<file path="src/rtl/key_conditioner.sv">
// Board-level key/switch conditioner and core reset sequencer.
// Optional macro KEYCOND_SOFT_RESET_EN: KEY[3] press restarts the core reset hold.
module key_conditioner #(
    parameter int unsigned DEBOUNCE_CYCLES   = 1000,
    parameter int unsigned RESET_HOLD_CYCLES = 16
) (
    input  logic       clk50,
    input  logic       reset_n,
    input  logic [2:0] keys_raw,
    input  logic [9:0] sw_raw,
    output logic       core_rst_n,
    output logic [2:0] key_level,
    output logic [2:0] key_press,
    output logic [9:0] sw_sync
);

    localparam logic [15:0] DB_LAST   = 16'(DEBOUNCE_CYCLES - 1);
    localparam logic [7:0]  HOLD_LAST = 8'(RESET_HOLD_CYCLES - 1);

    typedef enum logic [1:0] {
        S_ASSERT = 2'd0,
        S_HOLD   = 2'd1,
        S_RUN    = 2'd2
    } seq_e;

    logic [1:0]       rst_sync_q, rst_sync_d;
    logic             rst_int_n;

    seq_e             state_q, state_d;
    logic [7:0]       hold_cnt_q, hold_cnt_d;
    logic             core_rst_n_q, core_rst_n_d;
    logic             soft_rst;

    logic [2:0]       key_meta_q, key_meta_d;
    logic [2:0]       key_sync_q, key_sync_d;
    logic [2:0]       level_q, level_d;
    logic [2:0]       level_dly_q, level_dly_d;
    logic [2:0]       press_q, press_d;
    logic [2:0][15:0] db_cnt_q, db_cnt_d;

    logic [9:0]       sw_meta_q, sw_meta_d;
    logic [9:0]       sw_sync_q, sw_sync_d;

    // Release synchronizer: assertion is immediate, release takes two edges.
    assign rst_sync_d = {rst_sync_q[0], 1'b1};
    assign rst_int_n  = rst_sync_q[1];

    always_ff @(posedge clk50 or negedge reset_n) begin
        if (!reset_n) begin
            rst_sync_q <= '0;
        end else begin
            rst_sync_q <= rst_sync_d;
        end
    end

`ifdef KEYCOND_SOFT_RESET_EN
    assign soft_rst = press_q[2];
`else
    assign soft_rst = 1'b0;
`endif

    // The state register acts as the second stage for the release:
    // it only leaves ASSERT once the first sync stage has seen reset_n high.
    always_comb begin
        state_d    = state_q;
        hold_cnt_d = hold_cnt_q;
        unique case (state_q)
            S_ASSERT: begin
                if (rst_sync_q[0]) begin
                    state_d    = S_HOLD;
                    hold_cnt_d = '0;
                end
            end
            S_HOLD: begin
                if (soft_rst) begin
                    hold_cnt_d = '0;
                end else if (hold_cnt_q == HOLD_LAST) begin
                    state_d    = S_RUN;
                    hold_cnt_d = '0;
                end else begin
                    hold_cnt_d = hold_cnt_q + 8'd1;
                end
            end
            S_RUN: begin
                if (soft_rst) begin
                    state_d    = S_HOLD;
                    hold_cnt_d = '0;
                end
            end
            default: begin
                state_d    = S_ASSERT;
                hold_cnt_d = '0;
            end
        endcase
        core_rst_n_d = (state_d == S_RUN);
    end

    always_ff @(posedge clk50 or negedge reset_n) begin
        if (!reset_n) begin
            state_q      <= S_ASSERT;
            hold_cnt_q   <= '0;
            core_rst_n_q <= 1'b0;
        end else begin
            state_q      <= state_d;
            hold_cnt_q   <= hold_cnt_d;
            core_rst_n_q <= core_rst_n_d;
        end
    end

    // Keys are inverted on entry so a cleared synchronizer means "released".
    always_comb begin
        key_meta_d  = ~keys_raw;
        key_sync_d  = key_meta_q;
        sw_meta_d   = sw_raw;
        sw_sync_d   = sw_meta_q;
        level_d     = level_q;
        level_dly_d = level_q;
        press_d     = level_q & ~level_dly_q;
        for (int i = 0; i < 3; i++) begin
            db_cnt_d[i] = '0;
            if (key_sync_q[i] != level_q[i]) begin
                if (db_cnt_q[i] == DB_LAST) begin
                    level_d[i] = key_sync_q[i];
                end else begin
                    db_cnt_d[i] = db_cnt_q[i] + 16'd1;
                end
            end
        end
    end

    always_ff @(posedge clk50 or negedge rst_int_n) begin
        if (!rst_int_n) begin
            key_meta_q  <= '0;
            key_sync_q  <= '0;
            level_q     <= '0;
            level_dly_q <= '0;
            press_q     <= '0;
            db_cnt_q    <= '0;
            sw_meta_q   <= '0;
            sw_sync_q   <= '0;
        end else begin
            key_meta_q  <= key_meta_d;
            key_sync_q  <= key_sync_d;
            level_q     <= level_d;
            level_dly_q <= level_dly_d;
            press_q     <= press_d;
            db_cnt_q    <= db_cnt_d;
            sw_meta_q   <= sw_meta_d;
            sw_sync_q   <= sw_sync_d;
        end
    end

    assign core_rst_n = core_rst_n_q;
    assign key_level  = level_q;
    assign key_press  = press_q;
    assign sw_sync    = sw_sync_q;

endmodule

</file>
<file path="config.mk">
export PLATFORM = sky130hd
export DESIGN_NAME = key_conditioner
export DESIGN_NICKNAME = d
export VERILOG_FILES = /design/src/rtl/key_conditioner.sv
export SDC_FILE = /design/constraint.sdc
export NUM_CORES = 1
export LEC_CHECK = 0
export ABC_CLOCK_PERIOD_IN_PS = 2900
export CAP_MARGIN = 10
export CORE_MARGIN = 5
export CORE_UTILIZATION = 57
export DETAILED_ROUTE_END_ITERATION = 10
export PLACE_DENSITY = 0.84
export SLEW_MARGIN = 30
export SYNTH_ARGS = -nofsm -noshare
export SYNTH_HDL_FRONTEND = slang
export SYNTH_SLANG_ARGS = --single-unit
</file>
<file path="constraint.sdc">
create_clock -name clk50 -period 2.9 [get_ports clk50]
set_input_delay 0.58 -clock clk50 [delete_from_list [all_inputs] [get_ports clk50]]
set_output_delay 0.58 -clock clk50 [all_outputs]
set_load 0.02 [all_outputs]
</file>
==> key figures, run 1 <==
CTS
  – Clock tree from TritonCTS: built
  – Clock-pin transition on the worst setup and hold timing paths: 100 ps
  – Number of gates resized after cts: 0
  – Clk_lat worst skew: between 300 and 400 ps
  – Clk root buf: clkbuf_8
  – Clk sinks: 96
  – H-tree levels: 3
  – Postcts setup bufs: 0
  – Max Root-Sink Buffers: 2
  – # hold bufs at CTS: 0
  – TritonCTS Buffers: 9

Logic synthesis
  – Synthesized cell area: 3950 µm²
  – Area leader, netlist: dfrtp_1
  – Post-synth top area share: 0.608
  – Syn. warnings: 0
  – Sequential-to-total area share from yosys stat: 0.608
  – Post-Synthesis Mean Instance Area: 11.2 µm²
  – Synth top area cells: dfrtp_1 61%, xnor2_1 6.4%, nor2_1 4.7%
  – Instance count of the mapped netlist: 354
  – Syn Nets: about 370
  – #FFs+latches synth: 96
  – Synth cell types: about 40

Power and ir drop
  – Pleak: just under 2 nW
  – Worst vdd ir: 0.376 mV
  – PwrDens: 574 nW/µm²

Critical path
  – WP data required: 3120 ps
  – CP Launch Type: register
  – CP startpoint: db_cnt_q[26]
  – CP top delay family: simple AND/OR/NAND/NOR gates
  – R2R Setup Slk: 840 ps
  – CP Max Fanout: 16
  – RR Startpoint: db_cnt_q[26]
  – Terminus of the critical flop-to-flop path: db_cnt_q[30]
  – CP Capture Type: register
  – Reg2reg path depth: 4
  – Max incr delay on CP: 550 ps
  – Cells along the critical path: or4_1 > nor4_2 > or2_1 > nor2_1
  – Worst EP arrival: 2280 ps
  – Setup CP Type: reg2reg
  – CP bufs+invs: 0
  – Slowest cell on crit path: or4_1

Global route
  – GR Overflow Total: 0
  – Number of global-route vias before repair: 2636
  – GRT Resource Usage Total: 0.170
  – First-pass GRT wire length: ~12000 µm
  – Antenna violations before repair: 0
  – Largest net degree at the start of global routing: 45

Layout
  – Ant diodes: 0
  – Layout cells sized above 1: 0.0714
  – Final Non-Filler Cells: 472
  – Final Net Count: 406
  – P&R area growth vs syn: 15.1%

STA
  – Slew Viols, Final: 0
  – Final Hold Fails: 0
  – Worst-Margin Slew: 654 ps
  – Setup TNS: 0 ps
  – Min Tclk post-route: 2060 ps
  – Finish-stage setup viols: 0
  – Layout Skew: 11.2 ps
  – Max-slew headroom: 0.560
  – Fmax: between 400 and 500 MHz
  – RSZ-0062 raised after global routing: no
  – Fin Hold WS: 314 ps
  – Final worst path period share: 0.712

Routing
  – DR vias/cell: 5.58
  – Iter 0 DRT Violations: 112
  – Vias: 2636
  – Residual DRC: 0
  – Routed WL: between 6000 and 7000 µm
  – First-pass DRT Iterations: 4
  – Post-route ant nets: 0
  – Routed WL per cell: 14.3 µm

Floorplan
  – Io pins: 32
  – Die W: 93.3 µm
  – Row Count: 30
  – Full die area: 8700 µm²
  – DIE HEIGHT: 93.3 µm
  – Core ar.: 6760 µm²
  – Initial core utilization: 0.585

Placement
  – Port Buffers: 31
  – RePlAce Congestion: 0.937
  – # placed instances: 456
  – HPWL Detailed: 4630 µm

Hold path
  – Min-delay worst type: reg2async

Run status
  – Outcome: finished clean

Job
  – Max Cap Viol: 0
-- through the flow --
step	utilization	instance area [µm²]	power, mW	setup WS, ps
CTS	0.673	4550	2.64	806
detailed placement	0.641	4330	1.74	818
global placement	0.638	4310	1.72	917
global route	0.673	4550	2.74	693
finish	0.673	4550	2.61	837
floorplan	-	3950	1.65	357
-- cell type report --
cell class / count / area (µm²)
Tap cell: 80 / 100
Sequential cell: 96 / 2410
Fill cell: 503 / 2210
Clock inverter: 5 / 63.8
Clock buffer: 11 / 151
Multi-Input combinational cell: 236 / 1450
Timing Repair Buffer: 32 / 330
Inverter: 12 / 45.0
-- how the worst max path moves through the flow --
| stage | end | slack (ps) | cells after the start |
|---|---|---|---|
| CTS | db_cnt_q[30] | 810 | 4 |
| finish | db_cnt_q[30] | 840 | 4 |
| global placement | db_cnt_q[24] | 920 | 4 |
| floorplan | db_cnt_q[0] | 360 | 0 |
| global route | db_cnt_q[30] | 690 | 4 |
| detailed placement | db_cnt_q[30] | 820 | 4 |
-- Yosys cell counts (all sizes together) --
cell type,instances
nor4,14
or4,4
mux2i,2
xor2,15
ha,4
nor3b,1
a21oi,7
buf,5
nand2,21
and3,4
nand4,18
xnor2,29
a22o,1
mux2,3
and4b,1
nor4b,2
a21o,1
o21ai,9
nor3,10
or2,2
nand4b,1
dfrtp,96
and4,3
or3,4
nor2b,4
a31oi,2
conb,1
nand3,18
nor2,50
a31o,1
clkbuf,5
and2,2
inv,12
nand2b,2
-- sequential cells by signal, indices dropped and copies added (netlist names) --
| name | cells |
|---|---|
| sw_meta_q | 10 |
| rst_sync_q | 2 |
| sw_sync | 10 |
| key_sync_q | 3 |
| key_meta_q | 3 |
| key_level | 3 |
| hold_cnt_q | 8 |
| level_dly_q | 3 |
| db_cnt_q | 48 |
| state_q | 2 |
| core_rst_n | 1 |
| key_press | 3 |
-- kinds of logic (layout without fill, tap and decap cells) --
kind of cell,count (synthesis),after routing,synth area share
adders and majority gates,4,4,0.0127
xor gates and xnor gates,44,44,0.0975
other,1,1,0.000949
DFF,96,96,0.608
muxes,5,5,0.0136
AOI/OAI and AO/OA,21,21,0.0298
buffers and inverters,22,60,0.0247
and+or+nand+nor,161,161,0.213
-- where the power goes --
| part | internal, mW | switching (mW) | total (mW) |
|---|---|---|---|
| combinational | 0.107 | 0.128 | 0.235 |
| clock | 0.452 | 0.449 | 0.901 |
| sequential | 1.41 | 0.0702 | 1.48 |
-- cell usage in the layout, fill, tap and decap left out, types with 3 or more instances in the layout --
cell / netlist / routed
nor2b_1: 4 / 4
ha_1: 4 / 4
xnor2_1: 29 / 29
nor4_1: 13 / 13
nor3_1: 10 / 10
or3_1: 4 / 4
a21oi_1: 7 / 7
clkdlybuf4s50_1: 0 / 31
clkbuf_8: 0 / 11
inv_1: 12 / 12
and3_1: 3 / 3
mux2_2: 3 / 3
nand4_1: 16 / 16
nand3_1: 18 / 18
nor2_1: 50 / 50
dfrtp_1: 96 / 95
or4_1: 4 / 4
xor2_1: 15 / 15
o21ai_0: 9 / 9
nand2_1: 21 / 21
-- layer usage --
metal	wire, µm	track usage	vias to the layer above
met4	99	0.0708	0
met5	0	0	-
li1	-	-	1280
met3	295	0.0378	8
met1	3120	0.225	1287
met2	3220	0.272	61
(Power assumes the default switching activity.)
==> inputs of run 2 (changes only) <==
--- a/config.mk
+++ b/config.mk
@@ -5,7 +5,7 @@
 export SDC_FILE = /design/constraint.sdc
 export NUM_CORES = 1
 export LEC_CHECK = 0
-export ABC_CLOCK_PERIOD_IN_PS = 2900
+export ABC_CLOCK_PERIOD_IN_PS = 2100
 export CAP_MARGIN = 10
 export CORE_MARGIN = 5
 export CORE_UTILIZATION = 57
==> constraint.sdc (replaced) <==
create_clock -name clk50 -period 2.1 [get_ports clk50]
set_input_delay 0.42 -clock clk50 [delete_from_list [all_inputs] [get_ports clk50]]
set_output_delay 0.42 -clock clk50 [all_outputs]
set_load 0.02 [all_outputs]
==> run 2 against run 1 <==
Compared with the run above: worst hold slack worse by 12 ps; clock skew decreased by 3.8 ps; first-iteration DRC count grew 12%; via count is the same; count of clock-buffer cells in the layout is 2 lower; cell area rose by 0.74%.
==> key figures, run 2 (synthesized netlist as in run 1, its figures left out) <==
Run status
  – Outcome: finished clean

Critical path
  – Cells along the critical path: clkdlybuf4s50_1
  – CP Max Fanout: 5 (-11)
  – CP top delay family: buffers and inverters
  – Terminus of the critical flop-to-flop path: db_cnt_q[10]
  – Worst EP arrival: 1440 ps (-840 ps)
  – Max incr delay on CP: 660 ps (+110 ps)
  – WP data required: 1680 ps (-1440 ps)
  – Reg2reg path depth: 5 (+1)
  – Slowest cell on crit path: clkdlybuf4s50_1
  – RR Startpoint: db_cnt_q[0]
  – CP Capture Type: primary output
  – R2R Setup Slk: 280 ps (-560 ps)
  – CP bufs+invs: 1 (+1)
  – CP Launch Type: register
  – Setup CP Type: reg2out

Routing
  – Post-route ant nets: 0 (unchanged)
  – First-pass DRT Iterations: 4 (unchanged)
  – Routed WL per cell: 13.9 µm (-2.8%)
  – Vias: 2636 (unchanged)
  – Routed WL: 6610 µm (-2.0%)
  – Iter 0 DRT Violations: 125 (+12%)
  – DR vias/cell: 5.54 (-0.84%)
  – Residual DRC: 0 (unchanged)

Placement
  – Port Buffers: 31 (unchanged)
  – RePlAce Congestion: 0.869 (-7.3%)
  – Pre-CTS setup slack: 294 ps (-524 ps)
  – HPWL Detailed: 4610 µm (-0.58%)
  – Post-place instance area: 4360 µm² (+0.69%)

Layout
  – Layout cells sized above 1: 0.0808 (+0.00938)
  – Filler cells: 480 (-4.6%)
  – Final Net Count: 410 (+0.99%)
  – Top reg by flops: db_cnt_q
  – Ant diodes: 0 (unchanged)
  – Commonest non-fill, non-tap cells in the layout: 95 x dfrtp_1, 50 x nor2_1, 31 x clkdlybuf4s50_1
  – Fin area: 4580 µm² (+0.74%)
  – Utilization after layout: 0.678 (+0.00500)
  – Number of flip-flops in the largest register: 48 (unchanged)
  – P&R area growth vs syn: 16.0%
  – Commonest non-fill, non-tap cell in the layout: dfrtp_1

STA
  – Finish-stage setup viols: 0 (unchanged)
  – Worst-Margin Slew: 641 ps (-13.1 ps)
  – Final worst path period share: 0.884
  – Final Hold Fails: 0 (unchanged)
  – Layout Skew: 7.41 ps (-3.79 ps)
  – Max-slew headroom: 0.569 (+0.00883)
  – Fmax: 539 MHz
  – Setup TNS: 0 ps (unchanged)
  – PnR worst setup slack: 244 ps (-593 ps)
  – Slew Viols, Final: 0 (unchanged)
  – RSZ-0062 raised after global routing: no
  – Min Tclk post-route: ~1900 ps

Hold path
  – Min-delay worst type: reg2async

CTS
  – Clk_lat worst skew: 350 ps (about the same)
  – Clock-pin transition on the worst setup and hold timing paths: 90 ps (about the same)
  – Clock tree from TritonCTS: built
  – Max Root-Sink Buffers: 2 (unchanged)
  – Clk root buf: clkbuf_8
  – TritonCTS Buffers: 9 (unchanged)
  – Postcts setup bufs: 0 (unchanged)
  – Number of gates resized after cts: 0 (unchanged)
  – # hold bufs at CTS: 0 (unchanged)
  – Clk sinks: 96 (unchanged)
  – H-tree levels: 3 (unchanged)

Global route
  – Number of global-route vias before repair: 2579 (-2.2%)
  – Antenna violations before repair: 0 (unchanged)
  – GRT Resource Usage Total: 0.168 (-0.00186)
  – First-pass GRT wire length: 11600 µm (-1.5%)
  – Largest net degree at the start of global routing: 45 (unchanged)
  – GR Overflow Total: 0 (unchanged)

Power and ir drop
  – Total power: 3.65 mW (+40%)
  – PwrDens: 797 nW/µm² (+39%)
  – Pleak: 1.95 nW (+1.1%)
  – Worst vdd ir: 0.581 mV (+55%)

Floorplan
  – Full die area: 8700 µm² (unchanged)
  – Io pins: 32 (unchanged)
  – Die W: 93.3 µm (unchanged)
  – Initial core utilization: 0.585 (unchanged)
  – DIE HEIGHT: 93.3 µm (unchanged)
  – Core ar.: 6760 µm² (unchanged)
  – Row Count: 30 (unchanged)

Job
  – Max Cap Viol: 0 (unchanged)
run 2: metrics by stage:
stage               cells  hold slack [ps]
finish                476              302
global route          476              365
CTS                   476              328
detailed placement    460              324
global placement      460              317
floorplan             354              124
run 2: report_power, final:
part / leakage, nW / internal (mW) / switching (mW) / total [mW]
sequential: 1.26 / 1.94 / 0.0986 / 2.04
clock: 0.110 / 0.672 / 0.609 / 1.28
combinational: 0.584 / 0.150 / 0.179 / 0.329
total: 1.95 / 2.76 / 0.886 / 3.65
run 2: how the worst max path moves through the flow:
stage                            start      endpoint  slack, ps  cells after the start
after floorplan           db_cnt_q[26]  db_cnt_q[23]        330                      6
after global placement     db_cnt_q[0]  db_cnt_q[11]        340                      5
after detailed placement  db_cnt_q[26]  db_cnt_q[27]        290                      5
after CTS                 key_level[1]  key_level[1]        200                      1
after global routing       db_cnt_q[0]   db_cnt_q[8]         40                      5
final                     key_level[2]  key_level[2]        240                      1
run 2: layout make-up:
class,count,area (µm²),share of cell area
Clock inverter,7,95.1,0.0208
Timing Repair Buffer,36,360,0.0786
Multi-Input combinational cell,236,1450,0.317
Sequential cell,96,2410,0.525
Inverter,12,45.0,0.00983
Tap cell,80,100,0.0218
Clock buffer,9,124,0.0270
run 2: routing by layer:
layer | up-vias | share of wire | global-route usage
li1 | 1285 | - | -
met1 | 1282 | 0.45 | 0.218
met2 | 55 | 0.47 | 0.264
met3 | 14 | 0.052 | 0.0539
met4 | 0 | 0.018 | 0.0659
met5 | - | 0 | 0
